===== src/rtl/hazard_forward_unit_pkg.sv =====
// hfu_pkg: shared constants, field-offset helpers and the per-stage record
// used by hazard_forward_unit and hfu_stage_reg.
//   - opcode classes (NOP, LD, ST, JMP, COND_J prefix, IMM prefix)
//   - field LSB helpers: opcode, RW, RA, RB packed from the MSB downwards
//   - stage_t: what each tracked pipeline stage remembers
package hfu_pkg;

    localparam int OPC_W = 5;

    localparam logic [4:0] OP_NOP     = 5'b00000;
    localparam logic [4:0] OP_LD      = 5'b10100;
    localparam logic [4:0] OP_ST      = 5'b10101;
    localparam logic [4:0] OP_JMP     = 5'b11000;
    localparam logic [2:0] OP_CJ_PFX  = 3'b111;
    localparam logic [1:0] OP_IMM_PFX = 2'b01;

    localparam int SEL_REGFILE = 0;

    // Destination field is stored at a fixed width so the struct does not
    // depend on REG_AW; narrower register addresses are zero-extended.
    localparam int DEST_W = 8;

    typedef struct packed {
        logic              valid;
        logic [DEST_W-1:0] dest;
        logic              writes_reg;
        logic              is_ld;
        logic              is_st;
    } stage_t;

    function automatic int op_lsb(int ins_w, int op_w);
        return ins_w - op_w;
    endfunction

    function automatic int rw_lsb(int ins_w, int op_w, int reg_aw);
        return ins_w - op_w - reg_aw;
    endfunction

    function automatic int ra_lsb(int ins_w, int op_w, int reg_aw);
        return ins_w - op_w - 2 * reg_aw;
    endfunction

    function automatic int rb_lsb(int ins_w, int op_w, int reg_aw);
        return ins_w - op_w - 3 * reg_aw;
    endfunction

    // Control transfers neither read nor write the register file.
    function automatic logic is_ctl(logic [4:0] op);
        return (op == OP_JMP) || (op[4:2] == OP_CJ_PFX);
    endfunction

endpackage


===== src/rtl/hazard_forward_unit_if.sv =====
// hazard_forward_unit_if: fetch-side inputs and forwarding/memory controls.
//   master: ins_valid, ins, flush out; everything else in
//   slave : the forwarding unit side
// With HFU_STALL_CNT_EN defined the bundle also carries stall_count[15:0].
interface hazard_forward_unit_if #(
    parameter int INS_W     = 24,
    parameter int OP_W      = 5,
    parameter int REG_AW    = 5,
    parameter int IMM_W     = 8,
    parameter int FWD_DEPTH = 3
);
    localparam int SEL_W = $clog2(FWD_DEPTH + 1);

    logic              ins_valid;
    logic [INS_W-1:0]  ins;
    logic              flush;
    logic              stall;
    logic [OP_W-1:0]   op_dec;
    logic [IMM_W-1:0]  imm;
    logic              imm_sel;
    logic [SEL_W-1:0]  mux_sel_A;
    logic [SEL_W-1:0]  mux_sel_B;
    logic [REG_AW-1:0] RW_dm;
    logic              mem_en_ex;
    logic              mem_rw_ex;
    logic              mem_mux_sel_dm;
`ifdef HFU_STALL_CNT_EN
    logic [15:0]       stall_count;
`endif

    modport master (
        output ins_valid, ins, flush,
        input  stall, op_dec, imm, imm_sel, mux_sel_A, mux_sel_B, RW_dm,
               mem_en_ex, mem_rw_ex, mem_mux_sel_dm
`ifdef HFU_STALL_CNT_EN
        , input stall_count
`endif
    );

    modport slave (
        input  ins_valid, ins, flush,
        output stall, op_dec, imm, imm_sel, mux_sel_A, mux_sel_B, RW_dm,
               mem_en_ex, mem_rw_ex, mem_mux_sel_dm
`ifdef HFU_STALL_CNT_EN
        , output stall_count
`endif
    );

endinterface


===== src/rtl/hazard_forward_unit_stage_reg.sv =====
// hfu_stage_reg: one tracked pipeline stage (stage_t) register.
//   clk, reset : clock, synchronous active-high reset
//   kill       : load a bubble instead of d (branch flush)
//   d / q      : incoming / held stage record
module hfu_stage_reg
    import hfu_pkg::*;
(
    input  logic   clk,
    input  logic   reset,
    input  logic   kill,
    input  stage_t d,
    output stage_t q
);

    always_ff @(posedge clk) begin
        if (reset || kill) q <= '0;
        else               q <= d;
    end

endmodule


===== src/rtl/hazard_forward_unit.sv =====
// hazard_forward_unit: decode register, FWD_DEPTH tracked stages, operand
// forwarding selects, load-use stall with bubble insertion and branch flush.
//   clk, reset : clock, synchronous active-high reset
//   bus        : hazard_forward_unit_if.slave (ins in, controls out)
// Optional: HFU_STALL_CNT_EN adds a saturating 16-bit stall cycle counter.
module hazard_forward_unit
    import hfu_pkg::*;
#(
    parameter int INS_W     = 24,
    parameter int OP_W      = 5,
    parameter int REG_AW    = 5,
    parameter int IMM_W     = 8,
    parameter int FWD_DEPTH = 3
) (
    input  logic                  clk,
    input  logic                  reset,
    hazard_forward_unit_if.slave  bus
);

    localparam int SEL_W  = $clog2(FWD_DEPTH + 1);
    localparam int OP_LSB = op_lsb(INS_W, OP_W);
    localparam int RW_LSB = rw_lsb(INS_W, OP_W, REG_AW);
    localparam int RA_LSB = ra_lsb(INS_W, OP_W, REG_AW);
    localparam int RB_LSB = rb_lsb(INS_W, OP_W, REG_AW);

    // Fields of the incoming word
    logic [OP_W-1:0]   ins_op;
    logic [4:0]        ins_op5;
    logic [REG_AW-1:0] ins_rw, ins_ra, ins_rb;
    logic              ins_rd, ins_wr;

    assign ins_op  = bus.ins[OP_LSB +: OP_W];
    assign ins_op5 = ins_op[OP_W-1 -: OPC_W];
    assign ins_rw  = bus.ins[RW_LSB +: REG_AW];
    assign ins_ra  = bus.ins[RA_LSB +: REG_AW];
    assign ins_rb  = bus.ins[RB_LSB +: REG_AW];
    assign ins_rd  = bus.ins_valid && !is_ctl(ins_op5);
    assign ins_wr  = bus.ins_valid && !is_ctl(ins_op5) && (ins_op5 != OP_NOP)
                     && (ins_op5 != OP_ST) && (ins_rw != '0);

    // Decode register
    logic              dec_valid, dec_wr, dec_ld, dec_st, dec_imm_sel;
    logic [OP_W-1:0]   dec_op;
    logic [REG_AW-1:0] dec_rw, dec_ra, dec_rb;
    logic [IMM_W-1:0]  dec_imm;
    logic              stall_int;

    // The loaded value is not available until dm, so a reader directly
    // behind a load must wait one cycle. Flush wins: the reader is dead.
    assign stall_int = !reset && !bus.flush && dec_ld && dec_wr && ins_rd
                       && ((ins_ra == dec_rw) || (ins_rb == dec_rw));

    always_ff @(posedge clk) begin
        if (reset || bus.flush || stall_int || !bus.ins_valid) begin
            dec_valid   <= 1'b0;
            dec_wr      <= 1'b0;
            dec_ld      <= 1'b0;
            dec_st      <= 1'b0;
            dec_imm_sel <= 1'b0;
            dec_op      <= '0;
            dec_rw      <= '0;
            dec_ra      <= '0;
            dec_rb      <= '0;
            dec_imm     <= '0;
        end else begin
            dec_valid   <= 1'b1;
            dec_wr      <= ins_wr;
            dec_ld      <= (ins_op5 == OP_LD);
            dec_st      <= (ins_op5 == OP_ST);
            dec_imm_sel <= (ins_op5[4:3] == OP_IMM_PFX);
            dec_op      <= ins_op;
            dec_rw      <= ins_rw;
            // Non-readers get r0 so they never match a forward source.
            dec_ra      <= ins_rd ? ins_ra : '0;
            dec_rb      <= ins_rd ? ins_rb : '0;
            dec_imm     <= bus.ins[IMM_W:1];
        end
    end

    // Tracked stages 1..FWD_DEPTH (1 = ex, 2 = dm, ...)
    stage_t dec_stg;
    stage_t stg_q [1:FWD_DEPTH];

    always_comb begin
        dec_stg            = '0;
        dec_stg.valid      = dec_valid;
        dec_stg.dest       = DEST_W'(dec_rw);
        dec_stg.writes_reg = dec_wr;
        dec_stg.is_ld      = dec_ld;
        dec_stg.is_st      = dec_st;
    end

    for (genvar k = 1; k <= FWD_DEPTH; k++) begin : g_stage
        stage_t d;
        if (k == 1) begin : g_first
            assign d = dec_stg;
        end else begin : g_rest
            assign d = stg_q[k-1];
        end
        hfu_stage_reg u_stage (
            .clk   (clk),
            .reset (reset),
            .kill  ((k == 1) && bus.flush),
            .d     (d),
            .q     (stg_q[k])
        );
    end

    // Forwarding: scan oldest to youngest so the youngest match sticks.
    logic [SEL_W-1:0] sel_a, sel_b;

    always_comb begin
        sel_a = SEL_W'(SEL_REGFILE);
        sel_b = SEL_W'(SEL_REGFILE);
        for (int k = FWD_DEPTH; k >= 1; k--) begin
            if (stg_q[k].valid && stg_q[k].writes_reg) begin
                if (dec_ra != '0 && stg_q[k].dest == DEST_W'(dec_ra)) sel_a = SEL_W'(k);
                if (dec_rb != '0 && stg_q[k].dest == DEST_W'(dec_rb)) sel_b = SEL_W'(k);
            end
        end
    end

    assign bus.stall          = stall_int;
    assign bus.op_dec         = dec_op;
    assign bus.imm            = dec_imm;
    assign bus.imm_sel        = dec_imm_sel;
    assign bus.mux_sel_A      = sel_a;
    assign bus.mux_sel_B      = sel_b;
    assign bus.mem_en_ex      = stg_q[1].is_ld || stg_q[1].is_st;
    assign bus.mem_rw_ex      = stg_q[1].is_st;
    assign bus.mem_mux_sel_dm = stg_q[2].is_ld;
    assign bus.RW_dm          = stg_q[2].writes_reg ? stg_q[2].dest[REG_AW-1:0] : '0;

`ifdef HFU_STALL_CNT_EN
    logic [15:0] stall_cnt;
    always_ff @(posedge clk) begin
        if (reset)                               stall_cnt <= '0;
        else if (stall_int && stall_cnt != '1)   stall_cnt <= stall_cnt + 16'd1;
    end
    assign bus.stall_count = stall_cnt;
`endif

    // Low instruction bits below the immediate, and high dest bits, may be
    // don't-cares for a given parameterisation.
    logic unused_bits;
    assign unused_bits = ^{bus.ins, dec_valid};

endmodule


===== src/flat_wrapper.sv =====
// flat-port wrapper written by rule: the top's interface ports become plain ports
module hazard_forward_unit_flat import hfu_pkg::*;
#(
    parameter int INS_W     = 24,
    parameter int OP_W      = 5,
    parameter int REG_AW    = 5,
    parameter int IMM_W     = 8,
    parameter int FWD_DEPTH = 3
)
  (clk, reset, bus_ins_valid, bus_ins, bus_flush, bus_stall, bus_op_dec, bus_imm, bus_imm_sel, bus_mux_sel_A, bus_mux_sel_B, bus_RW_dm, bus_mem_en_ex, bus_mem_rw_ex, bus_mem_mux_sel_dm);
  hazard_forward_unit_if #(.INS_W(INS_W), .OP_W(OP_W), .REG_AW(REG_AW), .IMM_W(IMM_W), .FWD_DEPTH(FWD_DEPTH)) bus_i ();
  input  logic clk;
  input  logic reset;
  input wire logic [$bits(bus_i.ins_valid)-1:0] bus_ins_valid;
  input wire logic [$bits(bus_i.ins)-1:0] bus_ins;
  input wire logic [$bits(bus_i.flush)-1:0] bus_flush;
  output wire logic [$bits(bus_i.stall)-1:0] bus_stall;
  output wire logic [$bits(bus_i.op_dec)-1:0] bus_op_dec;
  output wire logic [$bits(bus_i.imm)-1:0] bus_imm;
  output wire logic [$bits(bus_i.imm_sel)-1:0] bus_imm_sel;
  output wire logic [$bits(bus_i.mux_sel_A)-1:0] bus_mux_sel_A;
  output wire logic [$bits(bus_i.mux_sel_B)-1:0] bus_mux_sel_B;
  output wire logic [$bits(bus_i.RW_dm)-1:0] bus_RW_dm;
  output wire logic [$bits(bus_i.mem_en_ex)-1:0] bus_mem_en_ex;
  output wire logic [$bits(bus_i.mem_rw_ex)-1:0] bus_mem_rw_ex;
  output wire logic [$bits(bus_i.mem_mux_sel_dm)-1:0] bus_mem_mux_sel_dm;
  assign bus_i.ins_valid = bus_ins_valid;
  assign bus_i.ins = bus_ins;
  assign bus_i.flush = bus_flush;
  assign bus_stall = bus_i.stall;
  assign bus_op_dec = bus_i.op_dec;
  assign bus_imm = bus_i.imm;
  assign bus_imm_sel = bus_i.imm_sel;
  assign bus_mux_sel_A = bus_i.mux_sel_A;
  assign bus_mux_sel_B = bus_i.mux_sel_B;
  assign bus_RW_dm = bus_i.RW_dm;
  assign bus_mem_en_ex = bus_i.mem_en_ex;
  assign bus_mem_rw_ex = bus_i.mem_rw_ex;
  assign bus_mem_mux_sel_dm = bus_i.mem_mux_sel_dm;
  hazard_forward_unit #(.INS_W(INS_W), .OP_W(OP_W), .REG_AW(REG_AW), .IMM_W(IMM_W), .FWD_DEPTH(FWD_DEPTH)) u_core (.clk(clk), .reset(reset), .bus(bus_i));
endmodule

===== config.mk =====
export PLATFORM = sky130hd
export DESIGN_NAME = hazard_forward_unit_flat
export DESIGN_NICKNAME = d
export VERILOG_FILES = /design/src/rtl/hazard_forward_unit_pkg.sv /design/src/rtl/hazard_forward_unit_if.sv /design/src/rtl/hazard_forward_unit_stage_reg.sv /design/src/rtl/hazard_forward_unit.sv /design/src/flat_wrapper.sv
export SDC_FILE = /design/constraint.sdc
export NUM_CORES = 1
export LEC_CHECK = 0
export ABC_AREA = 1
export CORE_MARGIN = 3
export CORE_UTILIZATION = 26
export DETAILED_ROUTE_END_ITERATION = 10
export PLACE_DENSITY = 0.47
export SLEW_MARGIN = 5
export SYNTH_ARGS = -nofsm -noshare
export SYNTH_HDL_FRONTEND = slang
export SYNTH_SLANG_ARGS = --single-unit

===== constraint.sdc =====
create_clock -name clk -period 1.3 [get_ports clk]
set_input_delay 0.325 -clock clk [delete_from_list [all_inputs] [get_ports clk]]
set_output_delay 0.325 -clock clk [all_outputs]
set_load 0.005 [all_outputs]

==> load_flow_metrics.sql, run 1 <==
INSERT INTO impl_metrics (metric_group, metric, value, unit) VALUES
('clock_tree', 'tritoncts_num_sinks', '57', ''),
('power', 'total_power', '3705', 'uW'),
('yosys', 'yosysWarnings', '0', ''),
('clock_tree', 'clock_path_buffers', '2', ''),
('yosys', 'syn_area_per_cell', '7.257', 'sq um'),
('finish', 'final_common_cell', 'sky130_fd_sc_hd__nand2_1', ''),
('setup_path', 'crit_path_end_kind', 'output port', ''),
('route', 'drcViolationCount', '0', ''),
('finish', 'layout-drive-gt1-share', '43.92', '%'),
('clock_tree', 'clock_insertion_delay_worst_skew', '0.33', 'ns'),
('sta', 'report.final.hold_viol_count', '0', ''),
('setup_path', 'crit_chain', 'buf_6 > nand2_2 > nand4_1 > nor2_1 > nand4_1 > buf_4 > a21oi_2 > buf_2', ''),
('die', 'die_area', '10550', 'sq um'),
('route', 'drtPass1Iterations', '4', ''),
('clock_tree', 'cts-root-buf', 'sky130_fd_sc_hd__clkbuf_8', ''),
('grt', 'grt_util_all_layers', '12.45', '%'),
('route', 'route.top_layer_used', 'met4', ''),
('grt', 'antenna_found_initial', '0', ''),
('outcome', 'violations', 'setup timing', ''),
('finish', 'n_antenna_cell', '0', ''),
('setup_path', 'critical_path_class', 'reg2out', ''),
('finish', 'final_cell_area', '4174', 'sq um'),
('clock_tree', 'tritoncts', 'done', ''),
('outcome', 'run_status', 'complete, but fails checks', ''),
('setup_path', 'worstPathMaxFanout', '4', ''),
('clock_tree', 'cts-hold-fix-buffers', '0', ''),
('route', 'metal_1_wl', '2709', 'um'),
('die', 'area_of_the_placeable_core', '8891', 'sq um'),
('sta', 'layout_min_cycle_time', '1.887', 'ns'),
('yosys', 'yosysUniqueCellTypes', '27', ''),
('clock_tree', 'cts_htree_levels', '3', ''),
('finish', 'multi_input_area', '1287', 'sq um'),
('sta', 'slew_violations', '0', ''),
('yosys', 'synth_sequential_area_ratio', '46.94', '%'),
('die', 'die_height', '102.7', 'um'),
('finish', 'layout_common_cells', '56 x sky130_fd_sc_hd__nand2_1, 55 x sky130_fd_sc_hd__inv_1, 54 x sky130_fd_sc_hd__buf_4', ''),
('route', 'detail-route-antenna-nets', '0', ''),
('sta', 'post-route-worst-setup-slack', '-0.5872', 'ns'),
('sta', 'finalSetupViolCount', '43', ''),
('sta', 'maxClockFrequency', '529.9', 'MHz'),
('sta', 'max_slew.worst_pin.slew', '0.3003', 'ns'),
('sta', 'rsz0062_at_grt', 'yes', ''),
('route', 'met3_wirelength', '386', 'um'),
('grt', 'grt_start_max_net_pins', '16', ''),
('clock_tree', 'cts_inserted_buffers', '9', ''),
('route', 'initial_drc_count', '40', ''),
('route', 'finalWirelength', '6213', 'um'),
('route', 'vias', '2362', ''),
('finish', 'nFillCells', '900', ''),
('finish', 'nets', '493', ''),
('setup_path', 'cpPeakStageDelay', '0.36', 'ns'),
('setup_path', 'timing.critical_path.mode_cell', 'sky130_fd_sc_hd__nand4_1', ''),
('die', 'fp.dieW', '102.7', 'um'),
('grt', 'grt_overflow_total', '0', ''),
('sta', 'post_route_clock_skew', '0.006862', 'ns'),
('setup_path', 'timing.critical_path.from_type', 'register', ''),
('die', 'io_pins', '55', ''),
('route', 'vias_per_cell', '4.094', ''),
('grt', 'number_of_global_route_vias_before_repair', '2217', ''),
('grt', 'grt_first_pass_wirelength', '10040', 'um'),
('die', 'site_rows', '34', ''),
('placed_design', 'dp_hpwl', '4614', 'um'),
('die', 'initial_utilization', '27.34', '%'),
('run', 'maxCapViolCount', '0', ''),
('finish', 'regArea', '1204', 'sq um'),
('power', 'p_leak', '0.001960', 'uW'),
('power', 'pwr_density_cell', '887.5', 'nW/um^2'),
('yosys', 'syn_nets', '363', ''),
('sta', 'finalCritPeriodShare', '145.2', '%'),
('sta', 'worst_slew_margin_rel', '79.96', '%'),
('power', 'vdd_ir_drop_max', '0.5426', 'mV');
==> cell families (layout without fill, tap and decap cells) <==
logic type | after synthesis | count (layout) | share of synthesized area (%)
buffers and inverters | 77 | 210 | 13.12
AOI/OAI and AO/OA | 13 | 13 | 3.088
DFF | 57 | 57 | 46.94
and+or+nand+nor | 172 | 173 | 31.09
xor gates and xnor gates | 16 | 16 | 5.764
==> worst max-delay path: cells and delay by family, from the launching register on <==
| kind | cells | cell delay [ns] |
|---|---|---|
| AOI/OAI and AO/OA | 1 | 0.09 |
| buffers and inverters | 3 | 0.38 |
| and+or+nand+nor | 4 | 0.40 |
| DFF | 1 | 0.36 |
==> cell usage after synthesis (all sizes together) <==
cell type / number / area (sq um)
a21oi: 4 / 20.02
buf: 4 / 42.53
clkbuf: 1 / 3.750
dfxtp: 57 / 1141
inv: 72 / 272.8
nand2: 69 / 269.0
nand3: 9 / 50.05
nand4: 10 / 62.56
nor2: 79 / 347.8
nor3: 4 / 20.02
o2111ai: 1 / 8.760
o211ai: 1 / 7.510
o21ai: 5 / 25.02
o21bai: 1 / 7.510
o22ai: 1 / 6.260
or2: 1 / 6.260
xnor2: 11 / 96.34
xor2: 5 / 43.79
==> registers in the layout, indices dropped and copies added (netlist names) <==
| name | flops |
|---|---|
| u_core.dec_st | 1 |
| u_core.g_stage.u_stage.q | 24 |
| u_core.dec_rb | 5 |
| u_core.dec_wr | 1 |
| u_core.dec_valid | 1 |
| u_core.bus.imm_sel | 1 |
| u_core.bus.op_dec | 5 |
| u_core.dec_ra | 5 |
| u_core.dec_rw | 5 |
| u_core.bus.imm | 8 |
| u_core.dec_ld | 1 |
==> path summary, 6_finish.rpt <==
kind | from | endpoint | slack [ns] | cells past startpoint
worst max-delay path | u_core.dec_rb[1] | bus_mux_sel_B[1] | -0.59 | 8
worst min-delay path | bus_ins[21] | u_core.bus.op_dec[2] | 0.38 | 4
worst max register to register | u_core.dec_rw[2] | u_core.dec_rw[2] | -0.09 | 9
worst min register to register | u_core.dec_st | u_core.g_stage[1].u_stage.q[0] | 0.40 | 2
==> per-stage QoR <==
step | setup TNS (ns) | cells | hold WS [ns] | setup WS [ns]
floorplan | 0 | 335 | 0.3936 | 0.002545
global placement | -23.95 | 545 | 0.3968 | -0.9446
detailed placement | -24.53 | 545 | 0.3998 | -0.9441
CTS | -4.811 | 572 | 0.3653 | -0.6349
global route | -8.305 | 577 | 0.3738 | -0.6850
finish | -5.507 | 577 | 0.3818 | -0.5872
==> per-layer routing <==
layer  vias up  global-route usage [%]
li1       1257                       -
met3        10                   4.804
met5         -                       0
met1      1043                   15.06
met4         0                   4.844
met2        52                   19.96
==> power by group <==
part           internal (uW)  switching (uW)
Combinational            214             198
Clock                    865             656
Sequential              1750            18.8
Total                   2830             873
==> layout make-up <==
class | count | share of cell area (%)
sequential | 57 | 28.84
inverter | 72 | 6.685
timing repair buffer | 123 | 26.17
tap | 108 | 3.237
clock buffer | 11 | 3.147
multi-input combinational | 202 | 30.85
clock inverter | 4 | 1.079
==> what timing repair did <==
action,4_1_cts,5_1_grt
gates cloned,1,1
setup buffers,12,7
resized for setup,151,75
pin swaps,25,25
endpoints found under the setup margin,60,44
Note: power is estimated with default switching activity, not from simulation.
==> run 2: changes to the inputs <==
- CORE_ASPECT_RATIO: not set -> 1.2
==> run 2 against run 1 <==
- the flow still finishes with violations (setup timing)
- register-to-register slack about the same
- sequential power about the same
- count of clock-buffer cells in the layout increased by 2
- die area about the same
- critical path type unchanged
- critical endpoint is now bus_mux_sel_B[0]
==> load_flow_metrics.sql, run 2 (synthesis gave the netlist of run 1 again) <==
INSERT INTO impl_metrics (metric_group, metric, value, unit) VALUES
('outcome', 'run_status', 'complete, but fails checks', ''),
('outcome', 'violations', 'setup timing', ''),
('finish', 'n_antenna_cell', '0', ''),
('sta', 'finalCritPeriodShare', '145.4', '%'),
('die', 'die_height', '111.9', 'um'),
('placed_design', 'placedInstanceArea', '3448', 'sq um'),
('power', 'vdd_ir_drop_max', '0.4775', 'mV'),
('sta', 'rsz0062_at_grt', 'yes', ''),
('setup_path', 'timing.critical_path.required', '0.98', 'ns'),
('setup_path', 'worst_path_max_delay_cell', 'sky130_fd_sc_hd__dfxtp_4', ''),
('finish', 'nets', '487', ''),
('finish', 'layout-drive-gt1-share', '37.93', '%'),
('setup_path', 'timing.critical_path.from_type', 'register', ''),
('die', 'initial_utilization', '26.77', '%'),
('clock_tree', 'cts-root-buf', 'sky130_fd_sc_hd__clkbuf_8', ''),
('route', 'detail-route-antenna-nets', '0', ''),
('placed_design', 'place_ws', '-0.9642', 'ns'),
('clock_tree', 'clock_insertion_delay_worst_skew', '0.32', 'ns'),
('sta', 'post_route_clock_skew', '0.007800', 'ns'),
('setup_path', 'cpPeakStageDelay', '0.37', 'ns'),
('sta', 'slew_violations', '0', ''),
('sta', 'worst_slew_margin_rel', '76.96', '%'),
('sta', 'finalSetupViolCount', '44', ''),
('clock_tree', 'tritoncts', 'done', ''),
('finish', 'final_common_cell', 'sky130_fd_sc_hd__inv_1', ''),
('grt', 'antenna_found_initial', '0', ''),
('sta', 'maxClockFrequency', '528.9', 'MHz'),
('setup_path', 'worstPathMaxFanout', '5', ''),
('min_path', 'hp-class', 'in2reg', ''),
('clock_tree', 'cts_inserted_buffers', '9', ''),
('placed_design', 'numPortBuffers', '53', ''),
('sta', 'tns', '-7.622', 'ns'),
('grt', 'grt_util_all_layers', '12.73', '%'),
('clock_tree', 'clock_path_buffers', '2', ''),
('finish', 'final_cell_area', '3990', 'sq um'),
('sta', 'report.final.hold_viol_count', '0', ''),
('grt', 'grt_overflow_total', '0', ''),
('sta', 'layout_min_cycle_time', '1.891', 'ns'),
('grt', 'grt_start_max_net_pins', '16', ''),
('clock_tree', 'tritoncts_num_sinks', '57', ''),
('finish', 'fin_util', '43.94', '%'),
('setup_path', 'critical_path_buf_inv_count', '3', ''),
('route', 'finalWirelength', '6272', 'um'),
('setup_path', 'crit_chain', 'buf_6 > nand2_2 > nand4_1 > nor2_1 > nand4_1 > buf_4 > nand2_2 > o21ai_1 > buf_2', ''),
('route', 'initial_drc_count', '44', ''),
('die', 'die_area', '10550', 'sq um'),
('route', 'vias_per_cell', '3.959', ''),
('setup_path', 'crit_path_end_kind', 'output port', ''),
('die', 'io_pins', '55', ''),
('placed_design', 'dp_hpwl', '4731', 'um'),
('run', 'maxCapViolCount', '0', ''),
('sta', 'max_slew.worst_pin.slew', '0.3452', 'ns'),
('power', 'pwr_density_cell', '905.9', 'nW/um^2'),
('route', 'drtPass1Iterations', '4', ''),
('die', 'site_rows', '38', ''),
('finish', 'synthToLayoutAreaGrowth', '64.13', '%'),
('power', 'total_power', '3615', 'uW'),
('setup_path', 'critical_path_class', 'reg2out', ''),
('placed_design', 'gp_congestion', '0.8028', ''),
('die', 'area_of_the_placeable_core', '9081', 'sq um'),
('die', 'fp.dieW', '94.27', 'um'),
('route', 'vias', '2312', ''),
('finish', 'largest_reg_flops', '24', ''),
('setup_path', 'critPathArrivalTime', '1.57', 'ns'),
('grt', 'number_of_global_route_vias_before_repair', '2240', ''),
('route', 'drcViolationCount', '0', ''),
('route', 'drt-wirelength-per-cell', '10.74', 'um'),
('power', 'p_leak', '0.001884', 'uW'),
('finish', 'layout_common_cells', '60 x sky130_fd_sc_hd__inv_1, 58 x sky130_fd_sc_hd__nand2_1, 48 x sky130_fd_sc_hd__nor2_1', ''),
('clock_tree', 'cts_clock_pin_slew_for_the_worst_setup_and_hold_paths', '0.06', 'ns'),
('finish', 'top_register', 'u_core.g_stage.u_stage.q', ''),
('grt', 'grt_first_pass_wirelength', '10350', 'um'),
('setup_path', 'worst_path_dominant_cell_family', 'simple AND/OR/NAND/NOR gates', ''),
('clock_tree', 'cts_htree_levels', '3', ''),
('sta', 'post-route-worst-setup-slack', '-0.5907', 'ns');
-- run 2: cell count changes in the layout (fill, tap and decap cells not counted), sizes merged, moves of 2 or more --
cell	change
clkdlybuf4s50	+2
buf	-6
clkbuf	+2
dlymetal6s2s	-2
-- run 2: worst register-to-register path, delay by kind of cell, from the launching register on --
family / cells / cell delay (ns)
buf+inv: 3 / 0.33
flops: 1 / 0.35
simple gates: 8 / 0.62
-- run 2: layout make-up --
cell class,instances,area [sq um]
clock buffers,13,158.9
repair buffers,117,1050
inverters,72,272.8
fillers,947,5091
flip-flops and latches,57,1186
well taps,120,150.1
clock inverters,3,15.01
multi-input cells,202,1157
-- run 2: per-layer routing --
| metal | global-route usage [%] | wire [um] | share of wire, % |
|---|---|---|---|
| met1 | 14.30 | 2612 | 42 |
| met2 | 22.11 | 3269 | 52 |
| met3 | 3.986 | 259 | 4.1 |
| met4 | 5.010 | 129 | 2.1 |
| met5 | 0 | 0 | 0 |
-- run 2: report_power, final --
part | total (uW) | internal [uW] | switching (uW)
registers | 1780 | 1760 | 18.4
clock network | 1440 | 787 | 656
logic | 390 | 208 | 183
-- run 2: final timing paths --
path | from | end | slack [ns] | cells after the start
worst min register to register | u_core.dec_valid | u_core.g_stage[1].u_stage.q[11] | 0.41 | 2
worst max-delay path | u_core.dec_rb[1] | bus_mux_sel_B[0] | -0.59 | 9
worst max register to register | u_core.dec_rw[1] | u_core.bus.imm[6] | -0.09 | 11
worst min-delay path | bus_ins[13] | u_core.dec_ra[4] | 0.39 | 3
-- run 2: timing repair --
action	CTS	global route
pin swaps	21	16
hold buffers	0	0
cloned	2	0
setup buffers	12	4
resized for setup	137	43
endpoints found under the setup margin	60	44
-- run 2: stage by stage --
step | instances | hold WS, ns
2_1_floorplan | 335 | 0.3936
3_3_place_gp | 551 | 0.4013
3_5_place_dp | 551 | 0.4028
4_1_cts | 581 | 0.3702
5_1_grt | 584 | 0.3921
6_report | 584 | 0.3920
